File: config.mk
export PLATFORM = sky130hd
export DESIGN_NAME = clk_out_gen
export DESIGN_NICKNAME = d
export VERILOG_FILES = /design/src/rtl/clk_out_pkg.sv /design/src/rtl/clk_period_counter.sv /design/src/rtl/clk_out_gen.sv
export SDC_FILE = /design/constraint.sdc
export NUM_CORES = 1
export LEC_CHECK = 0
export ABC_AREA = 0
export BUFFER_PORTS_ARGS = -buffer_cell sky130_fd_sc_hd__buf_2
export CELL_PAD_IN_SITES_DETAIL_PLACEMENT = 0
export CELL_PAD_IN_SITES_GLOBAL_PLACEMENT = 1
export CORE_ASPECT_RATIO = 1.1
export CORE_MARGIN = 2
export CORE_UTILIZATION = 45
export DETAILED_ROUTE_END_ITERATION = 12
export PLACE_DENSITY_LB_ADDON = 0.25
export SLEW_MARGIN = 5
export SYNTH_ARGS = -nofsm -noshare
export SYNTH_HDL_FRONTEND = slang
export SYNTH_SLANG_ARGS = --single-unit
File: constraint.sdc
create_clock -name clk -period 7.3 [get_ports clk]
set_clock_uncertainty 0.1 [all_clocks]
set_input_delay 0.365 -clock clk [delete_from_list [all_inputs] [get_ports clk]]
set_output_delay 0.365 -clock clk [all_outputs]
set_load 0.02 [all_outputs]
File: src/rtl/clk_out_pkg.sv
// Shared state encoding and default divide ratio for the clock-output path.
package clk_out_pkg;

   typedef enum logic [1:0] {
      ST_IDLE      = 2'd0,
      ST_RUN       = 2'd1,
      ST_STOP_PEND = 2'd2,
      ST_STEP      = 2'd3
   } clk_state_e;

   localparam logic [15:0] DEFAULT_DIV = 16'd50000;

endpackage

File: src/rtl/clk_period_counter.sv
// Period counter: counts 0..div_eff-1 while enabled, parks at 0 otherwise.
module clk_period_counter #(
   parameter int unsigned DIV_W = 16
) (
   input  logic             clk,
   input  logic             rst,
   input  logic             en,
   input  logic [DIV_W-1:0] div_eff,
   output logic [DIV_W-1:0] cnt,
   output logic             last
);

   logic [DIV_W-1:0] cnt_q;
   logic [DIV_W-1:0] cnt_d;

   always_comb begin
      last = (cnt_q == div_eff - DIV_W'(1));
      cnt_d = '0;
      if (en && !last) begin
         cnt_d = cnt_q + DIV_W'(1);
      end
   end

   always_ff @(posedge clk) begin
      if (rst) begin
         cnt_q <= '0;
      end else begin
         cnt_q <= cnt_d;
      end
   end

   assign cnt = cnt_q;

endmodule

File: src/rtl/clk_out_gen.sv
// CPU clock-enable tick and forwarded divided clock with run/halt/step control.
module clk_out_gen
   import clk_out_pkg::*;
#(
   parameter int unsigned       DIV_W       = 16,
   parameter logic [DIV_W-1:0] DEFAULT_DIV = DIV_W'(clk_out_pkg::DEFAULT_DIV)
) (
   input  logic             clk,
   input  logic             rst,
   input  logic [DIV_W-1:0] div_val,
   input  logic             div_load,
   input  logic             run,
   input  logic             step,
   output logic             ce,
   output logic             ext_clk_out,
   output logic             running,
   output logic             step_ack
);

   clk_state_e       state_q, state_d;
   logic [DIV_W-1:0] div_shadow_q, div_shadow_d;
   logic [DIV_W-1:0] div_act_q, div_act_d;
   logic             ext_clk_q, ext_clk_d;
   logic             step_ack_q, step_ack_d;

   logic [DIV_W-1:0] div_eff;
   logic [DIV_W-1:0] cnt;
   logic             last;

   assign div_eff = (div_act_q == '0) ? DIV_W'(1) : div_act_q;
   assign running = (state_q != ST_IDLE);
   assign ce      = running && last;

   clk_period_counter #(
      .DIV_W(DIV_W)
   ) u_cnt (
      .clk     (clk),
      .rst     (rst),
      .en      (running),
      .div_eff (div_eff),
      .cnt     (cnt),
      .last    (last)
   );

   always_comb begin
      div_shadow_d = div_load ? div_val : div_shadow_q;
      // Forward a coincident load so it governs the very next period.
      div_act_d    = (ce || !running) ? div_shadow_d : div_act_q;
      // div_eff>>1 is 0 for a ratio of 1, which pins the pin low.
      ext_clk_d    = running && (cnt < (div_eff >> 1));
      step_ack_d   = (state_q == ST_STEP) && ce;

      state_d = state_q;
      unique case (state_q)
         ST_IDLE: begin
            if (run) begin
               state_d = ST_RUN;
            end else if (step) begin
               state_d = ST_STEP;
            end
         end
         ST_RUN: begin
            if (!run) begin
               state_d = ce ? ST_IDLE : ST_STOP_PEND;
            end
         end
         ST_STOP_PEND: begin
            if (run) begin
               state_d = ST_RUN;
            end else if (ce) begin
               state_d = ST_IDLE;
            end
         end
         ST_STEP: begin
            if (ce) begin
               state_d = ST_IDLE;
            end
         end
         default: state_d = ST_IDLE;
      endcase
   end

   always_ff @(posedge clk) begin
      if (rst) begin
         state_q      <= ST_IDLE;
         div_shadow_q <= DEFAULT_DIV;
         div_act_q    <= DEFAULT_DIV;
         ext_clk_q    <= 1'b0;
         step_ack_q   <= 1'b0;
      end else begin
         state_q      <= state_d;
         div_shadow_q <= div_shadow_d;
         div_act_q    <= div_act_d;
         ext_clk_q    <= ext_clk_d;
         step_ack_q   <= step_ack_d;
      end
   end

   assign ext_clk_out = ext_clk_q;
   assign step_ack    = step_ack_q;

endmodule
; ---- After elaboration in Yosys (flattened, before gate mapping)
; Index checks and enable logic that the tools add are counted.
[word_totals]
reg_bits = 52
in_bits = 21
output_inout_bits = 4
wordCells = 37
[classes]
add_sub_neg = 2
magnitude_cmp = 1
eq_ne = 6
muxes = 9
bitwise_logic = 1
n_reduce_logical = 12
[op_table]
columns = op, n
row1 = 2-to-1 mux 16 bit, 2
row2 = "adder 16 x 1 -> 16 bit, second input constant", 1
row3 = == test 16 bit, 1
row4 = logical NOT 16 bit, 1
row5 = < comparator 16 x 15 -> 1 bit, 1
row6 = "subtractor 16 x 1 -> 16 bit, second input constant", 1
row7 = 2-to-1 mux 2 bit, 6
row8 = case mux 2 bit (4 select lines), 1
row9 = "== test 2 bit, second input constant", 2
row10 = logical AND 1 bit, 4
row11 = "!= test 3 bit, second input constant", 1
row12 = "== test 2 x 1 -> 1 bit, second input constant", 1
row13 = logical NOT 1 bit, 2
row14 = logical NOT 2 bit, 1
row15 = "!= test 2 bit, second input constant", 1
row16 = AND reduction 2 bit, 1
row17 = nonzero test 2 bit, 1
row18 = OR reduction 2 bit, 1
row19 = logical OR 1 bit, 1
row20 = inverter 1 bit, 1

; ---- Longest topological paths before layout
[logic_depth]
depth_word = 8
depth_mapped = 14
mapped_depth_nobuf = 11

; ---- Modules after synthesis
; A second synthesis with hierarchy kept.
[unflattened]
hier_cells = 373
area_unflattened_um2 = 3238.1
[modules_own_cells]
columns = module, n_inst, cells_each, area_per_inst_um2, seq_area_each_um2
row1 = clk_out_gen, 1, 203, 1838.0, 720.7
row2 = clk_period_counter, 1, 170, 1400.1, 320.3

; ---- Least setup slack after synthesis
; OpenSTA, ideal clock, no wires.
[synth_path]
path_kind = register to output
start = reg div_act_q[8]
end = out ce
arrival_time_ns = 3.846
required_ns = 6.835
setup_slack_ns = 2.989
stages_incl_launch_ff = 14
path_buffers = 2
cell_sequence = dfxtp_1 -> or4_1 -> nor2_1 -> a31oi_1 -> ha_1 -> or4b_1 -> clkbuf_2 -> or4_4 -> a211oi_2 -> nand4b_1 -> or4_4 -> nor4b_4 -> buf_6 -> and2_1
[synth_between]
elab_chain_len = 5
[synth_rtl]
columns = element, line_no
row1 = from (decl), clk_out_gen.sv:22  ; logic [DIV_W-1:0] div_act_q, div_act_d;
row2 = from (signal assigned), clk_out_gen.sv:93  ; div_act_q <= div_act_d;
row3 = logical NOT 16 bit, clk_out_gen.sv:30  ; assign div_eff = (div_act_q == '0) ? DIV_W'(1) : div_act_q;
row4 = 2-to-1 mux 16 bit (*), clk_out_gen.sv:30
row5 = subtractor 16 x 1 -> 16 bit (*), clk_period_counter.sv:17  ; last = (cnt_q == div_eff - DIV_W'(1));
row6 = == test 16 bit (*), clk_period_counter.sv:17
row7 = logical AND 1 bit (*), clk_out_gen.sv:32  ; assign ce = running && last;
row8 = to (decl), clk_out_gen.sv:14  ; output logic ce,
; Mark *: on every way between the ends. The rest lies on a longest branch, timed or not.

; ---- Worst setup path after layout
[layout_path]
start = reg div_act_q[3]
end = out ce
; The elaborated chain is that of the path after synthesis.

==> flow_summary.ini <==
[place]
place.gp.congestion = 0.903
pre_cts_ws_ns = 2.92
place_hpwl_um = 5410
port_buffers = 24
placed_area_sq_um = 3250

[sta]
maxSlewViolCount = 0
setup_slack_ns = 2.57
tns_ns = 0
hold_viol = 0
setup_viol = 0
min_period_over_period_pct = 64.8
worst_pin_slew_ns = 0.720
rsz0062_at_grt = no
min_period_ns = 4.73
relSlewSlack_pct = 52.0
fmax_ghz = 0.211

[synthesis]
yosysUniqueCellTypes = 59
synth_area_leaders = dfxtp_1, ha_1, xnor2_1
yosys_warnings = 0
netlist_area_sq_um = 3120
synth_common_cells = dfxtp_1, inv_1, nor3_1
syn_nets = 395
synth_edf_count = 0
synth-async-reset-ratio_pct = 0
synth_top_area_share_pct = 33.4
synth_ff_type = dfxtp_1
synth_top_area_cell = dfxtp_1
seq_area_frac_synth_pct = 33.4
yosysMostFrequentCell = dfxtp_1
avgSynthCellArea_sq_um = 8.71
synthCells = 358
synth_seq_cells = 52

[worst_setup_path]
timing.critical_path.buf_inv = 1
crit_fanout = 9
critPathKind = reg -> out
slowest_stage = or4b_1
path_depth = 12
cp-endpoint = ce
worstPathCellList = or4_1 > nor2_1 > a31oi_1 > ha_1 > or4b_1 > or4_4 > a211oi_2 > nand4b_1 > or4_4 > nor4b_4 > and2_1 > buf_2
worst_path_largest_cell_delay_ns = 0.59
rrSetupSlack_ns = 2.86
critPathTopFamily = simple AND/OR/NAND/NOR gates
timing.rr.end = div_act_q[10]$_SDFFE_PP0P_
required_ns = 6.84
cp-start-kind = register
r2r.worst_path.cells = 12
endpoint_kind = output port
arrival_ns = 4.27
r2r-start = div_act_q[3]$_SDFFE_PP0P_
cp-startpoint = div_act_q[3]$_SDFFE_PP0P_
crit_top_cell = or4_4

[clocking]
cts_tree = yes
clock_latency_ns = 0.31
cts_buffer_depth = 2
cts_root_buffer = clkbuf_8
cts_setup_buffers = 0
clock-sinks = 52
ctsResizeCount = 0
hold_buffers = 0
numCtsBuffers = 5
cts_htree_levels = 2
clk_pin_slew_worst_paths_ns = 0.10

[floorplanning]
design.die.area_sq_um = 7610
row_count = 31
initial_core_util_pct = 47.0
io_pins = 25
die_h_um = 91.3
core_sq_um = 6630
die_w_um = 83.4

[job]
maxCapViolations = 0

[hold_path]
hold_path_class = in -> reg

[route]
postRouteAntennaNets = 0
initialDrtViolationCount = 127
via_count = 2611
first_pass_iters = 4
drt_wl_total_um = 7370
via_per_inst = 5.76
wl_per_cell_um = 16.3
drc = 0

[layout]
final-seq-area_sq_um = 1040
stdcell_area_sq_um = 3340
antenna_cells = 0
layout-drive-gt1-share_pct = 13.7
finalNetCount = 407
multi_input_area_sq_um = 1870
area_growth_pct = 7.02
n_fill_cell = 688

[grt]
grt_pass1_wl_um = 12300
grt_use_total_pct = 20.0
use_met2_pct = 32.7
grt_use_met1_pct = 26.3
use_met3_pct = 3.09
grt_max_degree = 32
grt-ovfl-total = 0
grt_antenna_before_repair = 0
grt_busiest_layer = met2
grt_pass1_vias = 2540

[status]
status = finished, final reports clean

[power]
p_per_area_nw_per_um2 = 182
vdd_drop_max_mv = 0.0776
total_leakage_power_uw = 0.00138
==> layout make-up <==
type                            instances  share of cell area (%)
Inverter                               28                    3.15
Clock inverter                          2                   0.300
Tap cell                               82                    3.07
Timing Repair Buffer                   25                    3.82
Sequential cell                        52                    31.2
Clock buffer                            6                    2.47
Multi-Input combinational cell        258                    56.0
==> cell usage in the layout (no fill, tap or decap), types with 7 or more instances in the layout <==
| master | count |
|---|---|
| xor2_1 | 13 |
| nand3_1 | 12 |
| a21oi_1 | 11 |
| nor2b_1 | 7 |
| a21o_1 | 7 |
| mux2i_1 | 11 |
| nor2_1 | 17 |
| a211o_1 | 7 |
| or2_2 | 11 |
| dfxtp_1 | 52 |
| ha_1 | 16 |
| xnor2_1 | 15 |
| nand4_1 | 8 |
| buf_2 | 24 |
| inv_1 | 28 |
| nand2_1 | 13 |
| o21ai_0 | 7 |
| nor3_1 | 24 |
| o32ai_1 | 8 |
==> sequential cells by signal, indices dropped and copies added, names as in the netlist <==
| signal | cells |
|---|---|
| div_act_q | 16 |
| div_shadow_q | 16 |
| ext_clk_out | 1 |
| state_q | 2 |
| step_ack | 1 |
| u_cnt.cnt | 16 |
==> power by group <==
part / internal [uW] / switching, uW
Clock: 76.0 / 101
Combinational: 48.5 / 65.9
Sequential: 300 / 17.9
==> worst min-delay path by stage <==
| stage | startpoint | endpoint | cells past startpoint |
|---|---|---|---|
| 2_1_floorplan | div_shadow_q[0]$_SDFF_PP0_ | div_shadow_q[0]$_SDFF_PP0_ | 2 |
| 3_3_place_gp | div_shadow_q[0]$_SDFF_PP0_ | div_shadow_q[0]$_SDFF_PP0_ | 2 |
| 3_5_place_dp | div_shadow_q[0]$_SDFF_PP0_ | div_shadow_q[0]$_SDFF_PP0_ | 2 |
| 4_1_cts | div_val[4] | div_shadow_q[4]$_SDFF_PP1_ | 2 |
| 5_1_grt | div_val[4] | div_shadow_q[4]$_SDFF_PP1_ | 2 |
| 6_report | div_val[4] | div_shadow_q[4]$_SDFF_PP1_ | 2 |
==> layer usage <==
metal | vias up | part of all wire [%]
li1 | 1335 | -
met1 | 1207 | 47
met2 | 53 | 47
met3 | 16 | 4.0
met4 | 0 | 2.2
met5 | - | 0
==> metrics by stage <==
stage | util, % | hold WS, ns | total power (uW) | cells
final | 50.3 | 0.192 | 609 | 453
after global routing | 50.3 | 0.215 | 641 | 453
after CTS | 50.3 | 0.204 | 612 | 453
after detailed placement | 48.9 | 0.415 | 438 | 445
after global placement | 48.9 | 0.396 | 436 | 445
after floorplan | - | 0.368 | 409 | 358
==> logic make-up after synthesis <==
kind of cell,share of synthesized area [%]
flip-flops,33.4
AND/OR/NAND/NOR,23.3
multiplexers,3.89
adder cells (fa/ha/maj),6.74
AO/OA/AOI/OAI,18.1
XOR/XNOR,7.86
buffers and inverters,6.70
Power figures use the tool's default switching activity.
